## src/rtl/parity_popcount_serial.sv

```systemverilog
// parity_popcount_serial
//   Captures a DATA_W-bit word when start is accepted in IDLE, then scans it
//   STEP bits per clock. It accumulates the number of 1 bits. When the last
//   beat completes, it registers the one-count, the zero-count and the
//   even/odd parity flags, pulses done for one cycle and raises result_valid.
//   A scan can be cancelled with abort. An aborted scan produces no done
//   pulse and leaves result_valid low.
//
// Ports
//   clk          rising-edge clock
//   rst_n        asynchronous active-low reset
//   start        request, sampled only in IDLE
//   abort        cancel an in-progress scan, sampled only in SCAN
//   data_in      word, captured on the accepted start edge
//   busy         high while scanning
//   done         one-cycle completion pulse
//   result_valid results hold a completed, non-aborted scan
//   ones_count   number of 1 bits in the captured word
//   zero_count   DATA_W - ones_count
//   even_parity  1 when ones_count is even
//   odd_parity   1 when ones_count is odd
module parity_popcount_serial #(
  parameter int DATA_W = 8,
  parameter int STEP   = 1,
  parameter int CNT_W  = $clog2(DATA_W + 1)
) (
  input  logic              clk,
  input  logic              rst_n,
  input  logic              start,
  input  logic              abort,
  input  logic [DATA_W-1:0] data_in,
  output logic              busy,
  output logic              done,
  output logic              result_valid,
  output logic [CNT_W-1:0]  ones_count,
  output logic [CNT_W-1:0]  zero_count,
  output logic              even_parity,
  output logic              odd_parity
);

  localparam int BEATS  = DATA_W / STEP;
  localparam int BEAT_W = $clog2(BEATS + 1);

  typedef enum logic {S_IDLE, S_SCAN} state_t;

  state_t r_state;
  state_t w_state_nxt;

  logic [DATA_W-1:0] r_shift;
  logic [CNT_W-1:0]  r_acc;
  logic [BEAT_W-1:0] r_beat;
  logic              r_busy;
  logic              r_done;
  logic              r_rv;
  logic [CNT_W-1:0]  r_ones;
  logic [CNT_W-1:0]  r_zeros;
  logic              r_even;
  logic              r_odd;

  logic [CNT_W-1:0]  w_step_pop;
  logic [CNT_W-1:0]  w_sum;
  logic              w_last;
  logic              w_accept;

  // Number of set bits in one STEP-wide slice.
  function automatic logic [CNT_W-1:0] f_popcount(input logic [STEP-1:0] v);
    logic [CNT_W-1:0] c;
    c = '0;
    for (int i = 0; i < STEP; i++) begin
      c = c + CNT_W'(v[i]);
    end
    return c;
  endfunction

  // The accumulator cannot overflow because its maximum value is DATA_W.
  assign w_step_pop = f_popcount(r_shift[STEP-1:0]);
  assign w_sum      = r_acc + w_step_pop;
  assign w_last     = (r_beat == BEAT_W'(BEATS - 1));
  assign w_accept   = (r_state == S_IDLE) && start;

  always_ff @(posedge clk or negedge rst_n) begin
    if (!rst_n) begin
      r_state <= S_IDLE;
    end else begin
      r_state <= w_state_nxt;
    end
  end

  // Abort takes priority over completion on the last beat.
  always_comb begin
    w_state_nxt = r_state;
    case (r_state)
      S_IDLE: if (start) w_state_nxt = S_SCAN;
      S_SCAN: if (abort || w_last) w_state_nxt = S_IDLE;
      default: w_state_nxt = S_IDLE;
    endcase
  end

  always_ff @(posedge clk or negedge rst_n) begin
    if (!rst_n) begin
      r_shift <= '0;
      r_acc   <= '0;
      r_beat  <= '0;
      r_busy  <= 1'b0;
      r_done  <= 1'b0;
      r_rv    <= 1'b0;
      r_ones  <= '0;
      r_zeros <= '0;
      r_even  <= 1'b0;
      r_odd   <= 1'b0;
    end else begin
      r_done <= 1'b0;
      if (w_accept) begin
        // Result outputs keep their previous values until the new scan completes.
        r_shift <= data_in;
        r_acc   <= '0;
        r_beat  <= '0;
        r_busy  <= 1'b1;
        r_rv    <= 1'b0;
      end else if (r_state == S_SCAN) begin
        if (abort) begin
          r_busy <= 1'b0;
        end else begin
          r_acc   <= w_sum;
          r_shift <= r_shift >> STEP;
          r_beat  <= r_beat + BEAT_W'(1);
          if (w_last) begin
            r_ones  <= w_sum;
            r_zeros <= CNT_W'(DATA_W) - w_sum;
            r_even  <= ~w_sum[0];
            r_odd   <= w_sum[0];
            r_done  <= 1'b1;
            r_rv    <= 1'b1;
            r_busy  <= 1'b0;
          end
        end
      end
    end
  end

  assign busy         = r_busy;
  assign done         = r_done;
  assign result_valid = r_rv;
  assign ones_count   = r_ones;
  assign zero_count   = r_zeros;
  assign even_parity  = r_even;
  assign odd_parity   = r_odd;

endmodule

```

## config.mk

```make
export PLATFORM = sky130hd
export DESIGN_NAME = parity_popcount_serial
export DESIGN_NICKNAME = d
export VERILOG_FILES = /design/src/rtl/parity_popcount_serial.sv
export SDC_FILE = /design/constraint.sdc
export NUM_CORES = 1
export LEC_CHECK = 0
export ABC_AREA = 0
export BUFFER_PORTS_ARGS = -buffer_cell sky130_fd_sc_hd__buf_2
export CORE_UTILIZATION = 35
export CTS_BUF_LIST = sky130_fd_sc_hd__clkbuf_4 sky130_fd_sc_hd__clkbuf_8
export DETAILED_ROUTE_END_ITERATION = 7
export MAX_ROUTING_LAYER = met4
export SLEW_MARGIN = 20
export SYNTH_ARGS = -nofsm -noshare
export SYNTH_HDL_FRONTEND = slang
export SYNTH_SLANG_ARGS = --single-unit
```

## constraint.sdc

```tcl
create_clock -name clk -period 2.22 [get_ports clk]
set_clock_uncertainty 0.15 [all_clocks]
set_input_delay 0.333 -clock clk [delete_from_list [all_inputs] [get_ports clk]]
set_output_delay 0.333 -clock clk [all_outputs]
set_load 0.005 [all_outputs]
```

==> results.toml <==
[floorplanning]
floorplan.initialDensity_pct = 37.09
num_rows = 21
die_h_um = 61.70
dieArea_mm2 = 0.003807
die_width_um = 61.70
ios = 25
core_area_mm2 = 0.003363

[synth]
syn-num-nets = 127
synth_top_area_share_pct = 56.17
ys_warn_count = 0
async_reset_ff_share_pct = 100.0
synth.avg_cell_area_um2 = 11.24
synth_top_area_cell = "dfrtp_1"
synth_cell_types = 31
ys_seq_elements = 28
yosys_most_used_dff = "dfrtp_1"
synth_seq_area_share_pct = 56.17
synth_area_mm2 = 0.001247
synth_edf_count = 0
synthCells = 111
yosys-top-cells-area = "dfrtp_1 (56%), nand2_1 (5.1%), mux2_4 (4.8%)"

[timing]
fin_crit_sh_pct = 84.21
fin_crit_ns = 1.869
tightest_slew_ns = 0.6073
final_max_slew_viol_count = 0
rsz0062_at_grt = "no"
timing.fmax_ghz = 0.5349
finalSetupViolCount = 0
setup-tns-final_ns = 0
hold_viol_final = 0
relSlewSlack_pct = 59.51

[cts]
ctsRootBufferMaster = "clkbuf_4"
cts_tree = "built"
worstSkewPairLatency_ns = 0.32
cts_buffers = 3
cts_buffer_depth = 2
cts_setup_buffers = 0
cts_sinks = 28
htreeDepth = 1
path_clk_slew_ns = 0.14

[placement]
dp_hpwl_mm = 1.730
place.gp.congestion = 0.7309
portBuffers = 24

[power_and_ir_drop]
p_leak_nw = 0.7481
powerDensity_mw_per_mm2 = 800.4
finalPower_mw = 1.143
peakVddDrop_uv = 508.5

[critical_path]
worstPathArrival_ns = 1.94
crit_path_start_kind = "flip-flop"
cp.required_ns = 2.29
critPathCaptureType = "flip-flop"
worst-setup-path-type = "reg2reg"
worstPathMaxFanout = 4

[layout]
synthToLayoutAreaGrowth_pct = 14.44
final_cell_mix = "dfrtp_1 (28), buf_2 (24), nand2_1 (17), nor2_1 (9), o21ai_0 (8)"
antenna_cells = 0
drive_above_1_share_pct = 29.10
layout_commonest_cell = "dfrtp_1"
fin_nets = 152

[drt]
ant_nets = 0
wl_mm = 2.330
drc_errors = 0
drt_pass1_iterations = 4
dr_total_vias = 893
detail_route.wl_per_cell_um = 12.94
via_per_inst = 4.961
initialDrtViolationCount = 19

[global_route]
antenna_found_initial = 0
grt_pass1_wl_mm = 4.008
overflow = 0
grt_use_total_pct = 15.06
grt_pass1_vias = 923
grt_max_degree = 29

[min_path]
hold_path_class = "in2reg"

[flow_run]
max_cap_viol_count = 0

[outcome]
status = "finished, final reports clean"
critical path: stages, from the launching register on:
cell	delay (ns)
dfrtp_1	0.41
ha_1	0.22
ha_1	0.19
xor2_1	0.34
nor3_2	0.08
xnor2_1	0.12
mux2_2	0.26
synth_stat cells, types with 3 or more instances:
library cell / count
nor2_1: 9
mux2_4: 4
dfrtp_1: 28
inv_1: 3
buf_2: 3
a22o_1: 3
a31oi_1: 3
a22oi_1: 3
o21ai_0: 8
ha_1: 4
nand2_1: 17
repair_timing:
action                                 CTS  global route
endpoints found under the hold margin   28             0
hold buffers                             1             0
gates resized for setup                  0             0
final cells by class:
class | instances | area (µm²)
Clock buffer | 3 | 22.52
Fill cell | 359 | 1936
Inverter | 3 | 11.26
Multi-Input combinational cell | 73 | 490.5
Sequential cell | 28 | 700.7
Tap cell | 46 | 57.56
Timing Repair Buffer | 27 | 145.1
through the flow:
step	instance area (µm²)	worst slack, ns	instances	hold WS (ns)	utilization, %
6_report	1428	0.3505	180	0.06623	42.45
4_1_cts	1428	0.3347	180	0.05825	42.45
5_1_grt	1428	0.2510	180	0.06445	42.45
3_5_place_dp	1395	0.3498	176	0.2338	41.48
3_3_place_gp	1395	0.4301	176	0.2284	41.48
2_1_floorplan	1247	0.4677	111	-0.1126	-
report_power, final:
group	internal [mW]	total (mW)	switching [mW]	leakage, nW
Combinational	0.136	0.297	0.161	0.368
Sequential	0.589	0.643	0.0544	0.366
Clock	0.0636	0.203	0.139	0.0138
state kept, by name, indices dropped and copies added, names as in the netlist, 3 cells and up:
| register | count |
|---|---|
| r_beat | 4 |
| r_acc | 4 |
| r_shift | 8 |
| ones_count | 4 |
| zero_count | 3 |
routing by layer:
| metal | GRT usage, % | part of all wire (%) | vias up |
|---|---|---|---|
| li1 | - | - | 428 |
| met1 | 16.69 | 44 | 442 |
| met2 | 27.50 | 52 | 21 |
| met3 | 4.348 | 3.7 | 2 |
| met4 | 1.905 | 0.34 | 0 |
| met5 | - | 0 | - |
path summary, 6_finish.rpt:
check | start | end | slack (ns) | cells after the start
worst min register to register | r_beat[3] | r_beat[3] | 0.35 | 1
worst max-delay path | r_shift[0] | zero_count[3] | 0.35 | 6
worst max register to register | r_shift[0] | zero_count[3] | 0.35 | 6
min in group asynchronous | rst_n | ones_count[2] | 0.39 | 2
max in group asynchronous | rst_n | ones_count[3] | 1.14 | 2
worst min-delay path | abort | busy | 0.07 | 2
kinds of logic after synthesis:
kind of cell	after synthesis	synth area share [%]
AOI/OAI and AO/OA	22	11.23
adders and majority gates	4	4.012
muxes	6	6.620
DFF	28	56.17
xor gates and xnor gates	4	3.411
buffers and inverters	10	4.512
and+or+nand+nor	37	14.04
Note: power is estimated with default switching activity, not from simulation.
